File: src/rtl/chan_512_ctrl_pkg.sv
// Shared definitions for the chan_512 control-register consumer:
// field map of the register word, sweep FSM states and a field decoder.
package chan_512_ctrl_pkg;

  localparam int REG_W      = 32;
  localparam int NCH        = 512;
  localparam int STAB_CNT_W = 4;

  localparam int CH_SEL_LSB = 0;
  localparam int CH_SEL_W   = 9;
  localparam int LOAD_BIT   = 9;
  localparam int START_BIT  = 10;
  localparam int ABORT_BIT  = 11;
  localparam int END_LSB    = 12;
  localparam int END_W      = 9;
  localparam int DWELL_LSB  = 21;
  localparam int DWELL_W    = 7;
  localparam int RSVD_W     = 4;

  typedef enum logic [1:0] {
    IDLE      = 2'd0,
    HOLD_LOAD = 2'd1,
    EMIT      = 2'd2,
    DWELL     = 2'd3
  } sweep_state_e;

  typedef struct packed {
    logic [RSVD_W-1:0]   rsvd;
    logic [DWELL_W-1:0]  dwell;
    logic [END_W-1:0]    sweep_end;
    logic                abort;
    logic                start;
    logic                load;
    logic [CH_SEL_W-1:0] ch_sel;
  } ctrl_fields_t;

  function automatic ctrl_fields_t decode_ctrl(input logic [REG_W-1:0] w);
    ctrl_fields_t f;
    f.ch_sel    = w[CH_SEL_LSB +: CH_SEL_W];
    f.load      = w[LOAD_BIT];
    f.start     = w[START_BIT];
    f.abort     = w[ABORT_BIT];
    f.sweep_end = w[END_LSB +: END_W];
    f.dwell     = w[DWELL_LSB +: DWELL_W];
    f.rsvd      = w[REG_W-1 -: RSVD_W];
    return f;
  endfunction

endpackage

File: src/rtl/chan_512_ctrl_decode_if.sv
// Register-in / channel-out bundle between the control register stage,
// the decoder and the 512-channel datapath.
interface chan_512_ctrl_decode_if #(
  parameter int NCH_BITS = chan_512_ctrl_pkg::CH_SEL_W
);
  logic [31:0]         user_data_out;
  logic                ch_ready;
  logic [31:0]         reg_shadow;
  logic                cfg_update;
  logic [NCH_BITS-1:0] ch_out;
  logic                ch_valid;
  logic                sweep_busy;
  logic                sweep_done;

  modport master (
    output user_data_out,
    output ch_ready,
    input  reg_shadow,
    input  cfg_update,
    input  ch_out,
    input  ch_valid,
    input  sweep_busy,
    input  sweep_done
  );

  modport slave (
    input  user_data_out,
    input  ch_ready,
    output reg_shadow,
    output cfg_update,
    output ch_out,
    output ch_valid,
    output sweep_busy,
    output sweep_done
  );
endinterface

File: src/rtl/chan_512_reg_stabilizer.sv
// Accepts a software register word only after it has been seen unchanged for
// STABLE_CYCLES consecutive samples; keeps it as a shadow with an update pulse.
module chan_512_reg_stabilizer
  import chan_512_ctrl_pkg::*;
#(
  parameter int STABLE_CYCLES = 4,
  parameter int W             = 32
) (
  input  logic         clk_i,
  input  logic         rst_ni,
  input  logic [W-1:0] data_i,
  output logic [W-1:0] shadow_o,
  output logic         update_o
);

  localparam logic [STAB_CNT_W-1:0] ACCEPT_CNT = STAB_CNT_W'(STABLE_CYCLES - 1);
  localparam logic [STAB_CNT_W-1:0] CNT_MAX    = '1;

  logic [W-1:0]          raw_q;
  logic [W-1:0]          prev_q;
  logic [W-1:0]          shadow_q;
  logic [STAB_CNT_W-1:0] cnt_q;
  logic [STAB_CNT_W-1:0] cnt_d;
  logic                  upd_q;
  logic                  accept;

  // Acceptance looks at the next count so the shadow loads on the same edge
  // the run length is reached, giving STABLE_CYCLES+1 cycles of latency.
  always_comb begin
    cnt_d = '0;
    if (raw_q == prev_q) begin
      cnt_d = (cnt_q == CNT_MAX) ? cnt_q : cnt_q + 1'b1;
    end
    accept = (cnt_d == ACCEPT_CNT) && (raw_q != shadow_q);
  end

  always_ff @(posedge clk_i or negedge rst_ni) begin
    if (!rst_ni) begin
      raw_q    <= '0;
      prev_q   <= '0;
      shadow_q <= '0;
      cnt_q    <= '0;
      upd_q    <= 1'b0;
    end else begin
      raw_q  <= data_i;
      prev_q <= raw_q;
      cnt_q  <= cnt_d;
      upd_q  <= accept;
      if (accept) begin
        shadow_q <= raw_q;
      end
    end
  end

  assign shadow_o = shadow_q;
  assign update_o = upd_q;

endmodule

File: src/rtl/chan_512_ctrl_decode.sv
// Decodes the stabilised chan_512 control word into load/sweep commands and
// streams channel indices to the datapath over a valid/ready handshake.
module chan_512_ctrl_decode
  import chan_512_ctrl_pkg::*;
#(
  parameter int STABLE_CYCLES = 4,
  parameter int NCH_BITS      = 9
) (
  input  logic                  user_clk,
  input  logic                  user_rst_n,
  chan_512_ctrl_decode_if.slave bus
);

  logic [REG_W-1:0]    shadow;
  logic                cfg_upd;
  ctrl_fields_t        fields;
  logic                unused_rsvd;

  logic [1:0]          cmd_now;
  logic [1:0]          cmd_dly_q;
  logic [1:0]          cmd_pulse;
  logic                load_p;
  logic                start_p;

  sweep_state_e        state_q;
  logic [NCH_BITS-1:0] cur_q;
  logic [NCH_BITS-1:0] end_q;
  logic [NCH_BITS-1:0] cur_inc;
  logic [DWELL_W-1:0]  dw_q;
  logic [DWELL_W-1:0]  dcnt_q;
  logic [NCH_BITS-1:0] ch_out_q;
  logic                ch_valid_q;
  logic                busy_q;
  logic                done_q;

  chan_512_reg_stabilizer #(
    .STABLE_CYCLES (STABLE_CYCLES),
    .W             (REG_W)
  ) u_stab (
    .clk_i    (user_clk),
    .rst_ni   (user_rst_n),
    .data_i   (bus.user_data_out),
    .shadow_o (shadow),
    .update_o (cfg_upd)
  );

  assign fields      = decode_ctrl(shadow);
  assign unused_rsvd = ^fields.rsvd;

  // Command bits are edge-triggered: bit 0 = load, bit 1 = start.
  assign cmd_now = {fields.start, fields.load};

  generate
    for (genvar gi = 0; gi < 2; gi++) begin : g_cmd_edge
      assign cmd_pulse[gi] = cmd_now[gi] & ~cmd_dly_q[gi];
    end
  endgenerate

  assign load_p  = cmd_pulse[0];
  assign start_p = cmd_pulse[1];
  assign cur_inc = cur_q + 1'b1;

  always_ff @(posedge user_clk or negedge user_rst_n) begin
    if (!user_rst_n) begin
      cmd_dly_q <= '0;
    end else begin
      cmd_dly_q <= cmd_now;
    end
  end

  always_ff @(posedge user_clk or negedge user_rst_n) begin
    if (!user_rst_n) begin
      state_q    <= IDLE;
      cur_q      <= '0;
      end_q      <= '0;
      dw_q       <= '0;
      dcnt_q     <= '0;
      ch_out_q   <= '0;
      ch_valid_q <= 1'b0;
      busy_q     <= 1'b0;
      done_q     <= 1'b0;
    end else begin
      done_q <= 1'b0;
      if ((state_q != IDLE) && fields.abort) begin
        // A handshake completing on this edge is already delivered downstream.
        state_q    <= IDLE;
        ch_valid_q <= 1'b0;
        busy_q     <= 1'b0;
      end else begin
        case (state_q)
          IDLE: begin
            // Start takes priority; a coincident load is dropped even if
            // the start itself is blocked by abort.
            if (start_p) begin
              if (!fields.abort) begin
                cur_q      <= NCH_BITS'(fields.ch_sel);
                end_q      <= NCH_BITS'(fields.sweep_end);
                dw_q       <= fields.dwell;
                ch_out_q   <= NCH_BITS'(fields.ch_sel);
                ch_valid_q <= 1'b1;
                busy_q     <= 1'b1;
                state_q    <= EMIT;
              end
            end else if (load_p) begin
              ch_out_q   <= NCH_BITS'(fields.ch_sel);
              ch_valid_q <= 1'b1;
              busy_q     <= 1'b1;
              state_q    <= HOLD_LOAD;
            end
          end

          HOLD_LOAD: begin
            if (bus.ch_ready) begin
              ch_valid_q <= 1'b0;
              busy_q     <= 1'b0;
              state_q    <= IDLE;
            end
          end

          EMIT: begin
            if (bus.ch_ready) begin
              if (cur_q == end_q) begin
                ch_valid_q <= 1'b0;
                busy_q     <= 1'b0;
                done_q     <= 1'b1;
                state_q    <= IDLE;
              end else if (dw_q == '0) begin
                cur_q    <= cur_inc;
                ch_out_q <= cur_inc;
              end else begin
                ch_valid_q <= 1'b0;
                dcnt_q     <= dw_q;
                state_q    <= DWELL;
              end
            end
          end

          DWELL: begin
            if (dcnt_q == DWELL_W'(1)) begin
              cur_q      <= cur_inc;
              ch_out_q   <= cur_inc;
              ch_valid_q <= 1'b1;
              state_q    <= EMIT;
            end else begin
              dcnt_q <= dcnt_q - 1'b1;
            end
          end

          default: begin
            state_q    <= IDLE;
            ch_valid_q <= 1'b0;
            busy_q     <= 1'b0;
          end
        endcase
      end
    end
  end

  assign bus.reg_shadow = shadow;
  assign bus.cfg_update = cfg_upd;
  assign bus.ch_out     = ch_out_q;
  assign bus.ch_valid   = ch_valid_q;
  assign bus.sweep_busy = busy_q;
  assign bus.sweep_done = done_q;

endmodule
File: src/flat_wrapper.sv
// flat-port wrapper written by rule: the top's interface ports become plain ports
module chan_512_ctrl_decode_flat import chan_512_ctrl_pkg::*;
#(
  parameter int STABLE_CYCLES = 4,
  parameter int NCH_BITS      = 9
)
  (user_clk, user_rst_n, bus_user_data_out, bus_ch_ready, bus_reg_shadow, bus_cfg_update, bus_ch_out, bus_ch_valid, bus_sweep_busy, bus_sweep_done);
  chan_512_ctrl_decode_if #(.NCH_BITS(NCH_BITS)) bus_i ();
  input  logic user_clk;
  input  logic user_rst_n;
  input wire logic [$bits(bus_i.user_data_out)-1:0] bus_user_data_out;
  input wire logic [$bits(bus_i.ch_ready)-1:0] bus_ch_ready;
  output wire logic [$bits(bus_i.reg_shadow)-1:0] bus_reg_shadow;
  output wire logic [$bits(bus_i.cfg_update)-1:0] bus_cfg_update;
  output wire logic [$bits(bus_i.ch_out)-1:0] bus_ch_out;
  output wire logic [$bits(bus_i.ch_valid)-1:0] bus_ch_valid;
  output wire logic [$bits(bus_i.sweep_busy)-1:0] bus_sweep_busy;
  output wire logic [$bits(bus_i.sweep_done)-1:0] bus_sweep_done;
  assign bus_i.user_data_out = bus_user_data_out;
  assign bus_i.ch_ready = bus_ch_ready;
  assign bus_reg_shadow = bus_i.reg_shadow;
  assign bus_cfg_update = bus_i.cfg_update;
  assign bus_ch_out = bus_i.ch_out;
  assign bus_ch_valid = bus_i.ch_valid;
  assign bus_sweep_busy = bus_i.sweep_busy;
  assign bus_sweep_done = bus_i.sweep_done;
  chan_512_ctrl_decode #(.STABLE_CYCLES(STABLE_CYCLES), .NCH_BITS(NCH_BITS)) u_core (.user_clk(user_clk), .user_rst_n(user_rst_n), .bus(bus_i));
endmodule
File: config.mk
export PLATFORM = sky130hd
export DESIGN_NAME = chan_512_ctrl_decode_flat
export DESIGN_NICKNAME = d
export VERILOG_FILES = /design/src/rtl/chan_512_ctrl_pkg.sv /design/src/rtl/chan_512_ctrl_decode_if.sv /design/src/rtl/chan_512_reg_stabilizer.sv /design/src/rtl/chan_512_ctrl_decode.sv /design/src/flat_wrapper.sv
export SDC_FILE = /design/constraint.sdc
export NUM_CORES = 1
export LEC_CHECK = 0
export CAP_MARGIN = 20
export CELL_PAD_IN_SITES_DETAIL_PLACEMENT = 2
export CELL_PAD_IN_SITES_GLOBAL_PLACEMENT = 2
export CORE_MARGIN = 2
export CORE_UTILIZATION = 35
export DETAILED_ROUTE_END_ITERATION = 10
export PLACE_DENSITY_LB_ADDON = 0.1
export SLEW_MARGIN = 20
export SYNTH_ARGS = -nofsm -noshare
export SYNTH_HDL_FRONTEND = slang
export SYNTH_SLANG_ARGS = --single-unit
File: constraint.sdc
create_clock -name user_clk -period 2.9 [get_ports user_clk]
set_input_delay 0.29 -clock user_clk [delete_from_list [all_inputs] [get_ports user_clk]]
set_output_delay 0.29 -clock user_clk [all_outputs]
set_load 0.02 [all_outputs]
==> run metrics, run 1 <==
status=completed; Tot Pwr=4659 µW; Synth Area per Inst=12.97 µm²; Starting DRT DRC Count=~200; wire per inst=approximately 21 µm; nets=631; sequential share of power=0.466; Hold Path Depth=1; Hold Crit Class=primary input to register; Post-Syn Instances=490; CTS tree=yes; Synth cell types=44; number of global-route vias before repair=between 4,000 and 5,000; All-Layer GR Usage=0.1890; clk buf depth=2; Die Ht=approximately 140 µm; VDD IR max=0.4202 mV; Post-CTS Setup Bufs=0; Clk pin slew, worst setup/hold paths=0.07 ns; Seq/Total Area, Yosys=0.5867; Post-DP HPWL=12,340 µm; Remaining DRCs=0; P_int=3581 µW; final worst path period share=0.9010; core area=17,900 µm²; number of synthesized register bits=149; asr flop ratio synth=1.000; Worst Path Required=3.20 ns; Setup TNS Final=0 ns; worst slew pin tran=between 0.7 and 0.8 ns; Die X=roughly 140 µm; depth of the CTS H-tree=4; FILL cells=around 1,800; RD Place Congestion=0.8237; hold buffers post-CTS=1; crit path time final=between 2 and 3 ns; Clk Latency, worst-skew pair=0.42 ns; R2R depth=7; Syn Nets=533; n_diodes=0; pwr dens=roughly 570 nW/µm²; Post-synth EDFFs=0; endpoints failing hold=0; Worst Setup End Kind=register; yosys warns=0; IO Port Bufs=79; Leak=0.003786 µW; Worst Path Arrival=around 2.9 ns; post-synth top area cell=dfrtp_1; commonest cells in the netlist=dfrtp_1, xor2_1, mux2_2; top cell type's share of synthesized area=0.5867; # clock sinks=149; drt first pass iters=4; Num CTS Buffers=17; Clock Root Buffer=clkbuf_16; R2R setup slack=0.29 ns; largest net degree at the start of global routing=76; metal3 WL=426 µm; grt ovf=0; critical path type=register to register; wl on met1=7828 µm; worst slew margin relative to its limit=0.4961; max cap viols=0; combinational share of power=0.033; synth top area cells=dfrtp_1, xor2_1, mux2_2, mux2_4, nor4_1; Post-Route WL=17,120 µm; cells resized by post-CTS repair=0; top-count cell post-synth=dfrtp_1; IO Count=80; RSZ-0062 raised after global routing=no; initial core utilization=0.3550; Worst Skew=0.009262 ns; Met2 Wirelength=8680 µm; Mapped Area=between 6000 and 7000 µm²; antenna-violating nets left=0; Worst Path Max Fanout=19; Switching Power=roughly 1100 µW; Most used DFF post-synth=dfrtp_1; Sw Share=0.2313; via count=4,216; highest metal used=met4; area delta synth->final=27.76%; Final Slew Violations=0; Clk pwr share=0.501; fmax=about 380 MHz; Cell Rows=49; Die Area=19,250 µm²; layout cell share with drive strength beyond 1=0.1947; global-route wire length before repair=27,910 µm; vias per cell=5.080; Final Setup Violations=0; initial antenna violation count=0; critical path startpoint category=register
kinds of logic after synthesis:
group	after synthesis	synth area share
AO/OA/AOI/OAI	61	0.06596
XOR/XNOR	81	0.1116
adder cells (fa/ha/maj)	8	0.01575
buffers and inverters	26	0.01752
flip-flops	149	0.5867
multiplexers	63	0.1166
AND/OR/NAND/NOR	102	0.08584
sequential cells by signal, indices dropped and copies added (netlist names):
signal	count
u_core.bus.ch_out	9
u_core.bus.ch_valid	1
u_core.bus.sweep_busy	1
u_core.bus.sweep_done	1
u_core.cmd_dly_q	2
u_core.cur_q	9
u_core.dcnt_q	7
u_core.dw_q	7
u_core.end_q	9
u_core.state_q	2
u_core.u_stab.cnt_q	4
u_core.u_stab.prev_q	32
u_core.u_stab.raw_q	32
u_core.u_stab.shadow_o	32
u_core.u_stab.update_o	1
stage by stage:
stage,hold slack (ns),worst slack (ns),util,cell area [µm²],cells
after floorplan,-0.005591,0.5391,-,6355,490
after global placement,0.3840,0.4912,0.4184,7490,797
after detailed placement,0.3936,0.3479,0.4184,7490,797
after CTS,0.2822,0.2766,0.4535,8119,830
after global routing,0.2875,0.07461,0.4535,8119,830
final,0.3020,0.2871,0.4535,8119,830
worst paths after layout:
path	startpoint	to
worst min register to register	u_core.u_stab.raw_q[16]$_DFF_PN0_	u_core.u_stab.prev_q[16]$_DFF_PN0_
worst min-delay path	bus_user_data_out[6]	u_core.u_stab.raw_q[6]$_DFF_PN0_
worst max-delay path	u_core.u_stab.raw_q[17]$_DFF_PN0_	u_core.u_stab.shadow_o[26]$_DFFE_PN0P_
max in group asynchronous	user_rst_n	u_core.dcnt_q[2]$_DFFE_PN0P_
min in group asynchronous	user_rst_n	u_core.u_stab.update_o$_DFF_PN0_
worst max register to register	u_core.u_stab.raw_q[17]$_DFF_PN0_	u_core.u_stab.shadow_o[26]$_DFFE_PN0P_
power groups by stage:
stage / clock network, µW / registers [µW] / logic, µW
6_report: 2330 / 2170 / 155
5_1_grt: 2470 / 2180 / 177
4_1_cts: 2380 / 2170 / 162
3_5_place_dp: 0 / 2210 / 158
3_3_place_gp: 0 / 2210 / 153
2_1_floorplan: 0 / 2190 / 45.9
per-layer routing:
metal  GRT usage  up-vias
met5           0        -
met1      0.2518     2224
met2      0.3207       59
met4     0.04997        0
met3     0.03419        8
li1            -     1925
area by class of cell:
class / instances / area [µm²] / area share
repair buffers: 95 / 927.1 / 0.1142
well taps: 229 / 286.5 / 0.03529
inverters: 10 / 37.54 / 0.004623
clock buffers: 17 / 425.4 / 0.05240
flip-flops and latches: 149 / 3729 / 0.4592
multi-input cells: 315 / 2520 / 0.3104
clock inverters: 15 / 193.9 / 0.02389
placed cells by master, fill, tap and decap left out, drive strengths merged, types with 4 or more instances in the layout:
cell type,n
xor2,73
ha,8
clkdlybuf4s50,78
buf,16
nor3,15
nand4,4
o21ai,14
nand3,5
o22a,8
nor4,21
a21oi,12
clkbuf,17
a32oi,4
nand2,17
inv,18
a31oi,11
nor3b,4
mux2,61
and3,5
xnor2,8
nor2,23
dfrtp,149
worst max-delay path: stages, from the launching register on:
cell and delay (ns):
dfrtp_1 0.46, xor2_1 0.18, nor4_1 0.50, nand4_1 0.22, nor4_1 0.39, o211ai_1 0.18
buf_4 0.26, mux2_2 0.31
Note: power is estimated with default switching activity, not from simulation.
==> run 2, diff against run 1 <==
- CAP_MARGIN: 20 -> not set
- CORE_ASPECT_RATIO: not set -> 1.25
- CTS_BUF_LIST: not set -> sky130_fd_sc_hd__clkbuf_8
==> run metrics, run 2 (same netlist as run 1, synthesis figures left out) <==
Hold Crit Class=primary input to register; Worst Skew=0.01295 ns (+0.003692 ns); drt first pass iters=4 (unchanged); Post-CTS Setup Bufs=0 (unchanged); RD Place Congestion=0.7979 (-3.1%); Cell Rows=55 (+12%); depth of the CTS H-tree=4 (unchanged); Die Area=19,260 µm² (about the same); via count=4,179 (-0.88%); Post-Route WL=16,440 µm (-3.9%); critical path type=register to register; All-Layer GR Usage=0.1826 (-0.006443); IO Port Bufs=79 (unchanged); initial core utilization=0.3538 (-0.001162); Tot Pwr=3983 µW (-15%); Leak=0.003684 µW (-2.7%); global-route wire length before repair=27,030 µm (-3.1%); status=completed; number of global-route vias before repair=4,745 (-1.2%); max cap viols=0 (unchanged); vias per cell=5.059 (-0.40%); critical path startpoint category=register; combinational share of power=0.039 (+0.006); endpoints failing hold=0 (unchanged); fmax=383.8 MHz (+0.28%); Sw Share=0.2309 (-0.0004065); worst slew margin relative to its limit=0.5536 (+0.05750); Util after Layout=0.4392 (-0.01430); Clk pwr share=0.417 (-0.084); Worst Path Max Fanout=9 (-10); crit path time final=2.605 ns (-0.007397 ns); RSZ-0062 raised after global routing=no; final setup margin=0.2945 ns (+0.007397 ns); Final Setup Violations=0 (unchanged); Clock Root Buffer=clkbuf_8; largest net degree at the start of global routing=68 (-11%); initial antenna violation count=0 (unchanged); Post-Place Setup Slack=0.1962 ns (-0.1517 ns); Post-DP HPWL=12,350 µm (about the same); wire per inst=19.90 µm (-3.5%); Die Ht=154.7 µm (+11%); crit-path cells=or4_4 > nor4_4 > a31oi_4 > or4_4 > mux2_4; Clk Latency, worst-skew pair=0.45 ns (+0.03 ns); final worst path period share=0.8984 (-0.002551); most frequent cells in the layout=dfrtp_1, clkdlybuf4s50_1, xor2_1; sequential share of power=0.544 (+0.078); Die X=124.5 µm (-10%); antenna-violating nets left=0 (unchanged); Final Slew Violations=0 (unchanged); crit-path max cell delay=0.64 ns (+0.14 ns); hold buffers post-CTS=1 (unchanged); Setup TNS Final=0 ns (unchanged); most frequent standard cell in the layout excluding fill and tap cells=dfrtp_1; worst slew pin tran=0.6696 ns (-0.08625 ns); CP max stage cell=or4_4; VDD IR max=0.2753 mV (-34%); # clock sinks=149 (unchanged); Num CTS Buffers=17 (unchanged); Worst Path Required=3.24 ns (+0.04 ns); pwr dens=504.8 nW/µm² (-12%); P_int=3063 µW (-14%); Clk pin slew, worst setup/hold paths=0.08 ns (about the same); Remaining DRCs=0 (unchanged); n_diodes=0 (unchanged); layout cell share with drive strength beyond 1=0.1873 (-0.007385); grt ovf=0 (unchanged); nets=629 (-0.32%); WHS=0.2738 ns (-0.02822 ns); Switching Power=919.7 µW (-15%); Starting DRT DRC Count=126 (-37%); Top cell by count, worst path=or4_4; Worst Setup End Kind=register; clk buf depth=2 (unchanged); area delta synth->final=24.14%; core area=17,960 µm² (+0.33%); CTS tree=yes; cells resized by post-CTS repair=0 (unchanged); Worst Path Arrival=2.94 ns (+0.03 ns); IO Count=80 (unchanged)
[run 2: changes by cell type in the layout (fill, tap and decap cells not counted)]
| cell | previous run | this run |
|---|---|---|
| clkbuf_8 | 0 | 18 |
| clkbuf_16 | 17 | 0 |
| inv_6 | 6 | 2 |
| buf_4 | 14 | 12 |
| inv_1 | 10 | 12 |
| inv_8 | 2 | 0 |
| clkinv_2 | 1 | 2 |
| clkinv_4 | 1 | 2 |
[run 2: critical path, delay by kind of cell, from the launching register on]
family,cells,cell delay [ns]
AND/OR/NAND/NOR,3,1.53
flip-flops,1,0.42
multiplexers,1,0.34
AO/OA/AOI/OAI,1,0.20
[run 2: routing by layer]
metal,share of wire,vias up,wire [µm],GRT usage
li1,-,1922,-,-
met1,0.43,2149,7007,0.2218
met2,0.51,83,8451,0.3188
met3,0.027,25,445,0.03009
met4,0.033,0,536,0.08293
met5,0,-,0,0
[run 2: final timing paths]
path                       cells past startpoint                             start                               endpoint  slack [ns]
setup / recovery                               5        u_core.dw_q[2]$_DFFE_PN0P_       u_core.bus.ch_out[4]$_DFFE_PN0P_        0.29
min in group asynchronous                      2                        user_rst_n           u_core.dcnt_q[3]$_DFFE_PN0P_        0.39
max in group asynchronous                      3                        user_rst_n  u_core.u_stab.shadow_o[0]$_DFFE_PN0P_        1.62
hold / removal                                 1             bus_user_data_out[20]      u_core.u_stab.raw_q[20]$_DFF_PN0_        0.27
setup reg to reg                               5        u_core.dw_q[2]$_DFFE_PN0P_       u_core.bus.ch_out[4]$_DFFE_PN0P_        0.29
hold reg to reg                                0  u_core.u_stab.raw_q[2]$_DFF_PN0_      u_core.u_stab.prev_q[2]$_DFF_PN0_        0.47
[run 2: power by group through the flow]
stage / Sequential, µW / Combinational, µW / Clock, µW
after CTS: 2170 / 161 / 1730
after detailed placement: 2210 / 159 / 0
after global routing: 2180 / 175 / 1810
after global placement: 2210 / 155 / 0
after floorplan: 2190 / 45.9 / 0
final: 2170 / 153 / 1660
[run 2: cell type report]
class,instances,area (µm²)
Inverter,10,37.54
Sequential cell,149,3729
Multi-Input combinational cell,315,2520
Clock inverter,13,157.7
Timing Repair Buffer,93,912.1
Fill cell,1815,10070
Clock buffer,18,247.7
Tap cell,228,285.3
[run 2: stage by stage]
step,std cells,cell area [µm²]
after floorplan,490,6355
after global placement,794,7473
after detailed placement,794,7473
after CTS,826,7889
after global routing,826,7889
final,826,7889
==> run 3, diff against run 2 <==
- SETUP_SLACK_MARGIN: not set -> 0.2
==> run metrics, run 3 (same netlist as run 1, synthesis figures left out) <==
status=completed; pwr dens=504.2 nW/µm² (-0.13%); initial core utilization=0.3538 (unchanged); layout cell share with drive strength beyond 1=0.1906 (+0.003344); Final Slew Violations=0 (unchanged); P_int=3063 µW (about the same); crit path time final=2.599 ns (-0.006741 ns); Setup TNS Final=0 ns (unchanged); core area=17,960 µm² (unchanged); Finished Cell Area=7901 µm² (+0.16%); Top cell by count, worst path=or4_4; Post-DP Area=7473 µm² (unchanged); Worst Path Max Fanout=9 (unchanged); IO Port Bufs=79 (unchanged); Hold Crit Class=primary input to register; global-route wire length before repair=27,030 µm (about the same); Clk Latency, worst-skew pair=0.45 ns (about the same); Worst Skew=0.01155 ns (-0.001404 ns); Cell Rows=55 (unchanged); vias per cell=5.075 (+0.31%); CP bufs+invs=0 (unchanged); drt first pass iters=4 (unchanged); Remaining DRCs=0 (unchanged); number of global-route vias before repair=4,749 (+0.084%); register area=3729 µm² (unchanged); Tot Pwr=3984 µW (about the same); crit-path max cell delay=0.64 ns (about the same); Switching Power=920.6 µW (about the same); Leak=0.003684 µW (about the same); combinational share of power=0.039 (about the same); critical path startpoint category=register; depth of the CTS H-tree=4 (unchanged); Clk pwr share=0.417 (about the same); worst slew pin tran=0.6697 ns (+0.00009567 ns); IO Count=80 (unchanged); VDD IR max=0.2748 mV (-0.17%); fmax=384.8 MHz (+0.26%); Post-Route WL=16,450 µm (about the same); Die Ht=154.7 µm (unchanged); Multi-input gate area=2532 µm² (+0.50%); worst slew margin relative to its limit=0.5535 (about the same); most frequent cells in the layout=dfrtp_1, clkdlybuf4s50_1, xor2_1; most frequent standard cell in the layout excluding fill and tap cells=dfrtp_1; Num CTS Buffers=17 (unchanged); Die Area=19,260 µm² (unchanged); Starting DRT DRC Count=128 (+1.6%); Post-DP HPWL=12,350 µm (unchanged); delay-heaviest family, CP=simple AND/OR/NAND/NOR gates; max cap viols=0 (unchanged); sequential share of power=0.544 (about the same); RSZ-0062 raised after global routing=no; endpoints failing hold=0 (unchanged); area delta synth->final=24.34%; # clock sinks=149 (unchanged); CTS tree=yes; clk buf depth=2 (unchanged); Post-CTS Setup Bufs=0 (unchanged); antenna-violating nets left=0 (unchanged); nets=629 (unchanged); n_diodes=0 (unchanged); RD Place Congestion=0.7979 (unchanged); Die X=124.5 µm (unchanged); via count=4,192 (+0.31%); Sw Share=0.2311 (about the same); Worst Path Arrival=2.94 ns (about the same); wire per inst=19.92 µm (about the same); All-Layer GR Usage=0.1826 (unchanged); initial antenna violation count=0 (unchanged); Clock Root Buffer=clkbuf_8; crit-path cells=or4_4 > nor4_4 > a31oi_4 > or4_4 > mux2_4; critical path type=register to register; Final Setup Violations=0 (unchanged); FILL cells=1,814 (-0.055%); final worst path period share=0.8961 (-0.002324); grt ovf=0 (unchanged); Clk pin slew, worst setup/hold paths=0.08 ns (about the same); Worst Path Required=3.24 ns (about the same); largest net degree at the start of global routing=68 (unchanged); Worst Setup End Kind=register; CP max stage cell=or4_4
==> run 3: changes by cell type in the layout (fill, tap and decap cells not counted) <==
cell / previous run / this run
nor4_2: 0 / 2
nor4_1: 20 / 18
==> run 3: area by class of cell <==
class / count / share of cell area
Timing Repair Buffer: 93 / 0.1154
Tap cell: 228 / 0.03610
Sequential cell: 149 / 0.4719
Multi-Input combinational cell: 315 / 0.3205
Inverter: 10 / 0.004751
Clock buffer: 18 / 0.03135
Clock inverter: 13 / 0.01995
==> run 3: timing repair <==
action,CTS,global route
pin swaps,0,0
resized for setup,1,1
hold buffers,1,0
endpoints found under the hold margin,65,0
setup endpoints to repair,6,2
==> run 3: per-layer routing <==
layer  GRT usage  up-vias  wire [µm]
li1            -     1920          -
met1      0.2218     2168       7027
met2      0.3188       78       8439
met3     0.03009       26        445
met4     0.08293        0        541
met5           0        -          0
==> run 3: stage by stage <==
stage | utilization | instances | hold slack, ns | setup slack, ns
6_report | 0.4399 | 826 | 0.2727 | 0.3013
5_1_grt | 0.4399 | 826 | 0.2439 | 0.2152
4_1_cts | 0.4396 | 826 | 0.2463 | 0.2662
3_5_place_dp | 0.4161 | 794 | 0.3397 | 0.1962
3_3_place_gp | 0.4161 | 794 | 0.3407 | 0.3181
2_1_floorplan | - | 490 | -0.005591 | 0.5391
==> run 3: worst paths after layout <==
| kind | start | endpoint | slack (ns) | cells past startpoint |
|---|---|---|---|---|
| worst max-delay path | u_core.dw_q[2]$_DFFE_PN0P_ | u_core.bus.ch_out[4]$_DFFE_PN0P_ | 0.30 | 5 |
| worst min-delay path | bus_user_data_out[20] | u_core.u_stab.raw_q[20]$_DFF_PN0_ | 0.27 | 1 |
| worst max register to register | u_core.dw_q[2]$_DFFE_PN0P_ | u_core.bus.ch_out[4]$_DFFE_PN0P_ | 0.30 | 5 |
| worst min register to register | u_core.u_stab.raw_q[2]$_DFF_PN0_ | u_core.u_stab.prev_q[2]$_DFF_PN0_ | 0.47 | 0 |
| max in group asynchronous | user_rst_n | u_core.u_stab.shadow_o[0]$_DFFE_PN0P_ | 1.63 | 3 |
| min in group asynchronous | user_rst_n | u_core.dcnt_q[3]$_DFFE_PN0P_ | 0.39 | 2 |
==> run 3: power groups by stage <==
stage                     Sequential (µW)  Clock, µW  Combinational, µW
after floorplan                      2190          0               45.9
after global placement               2210          0                155
after detailed placement             2210          0                159
after CTS                            2170       1730                163
after global routing                 2180       1810                176
final                                2170       1660                155
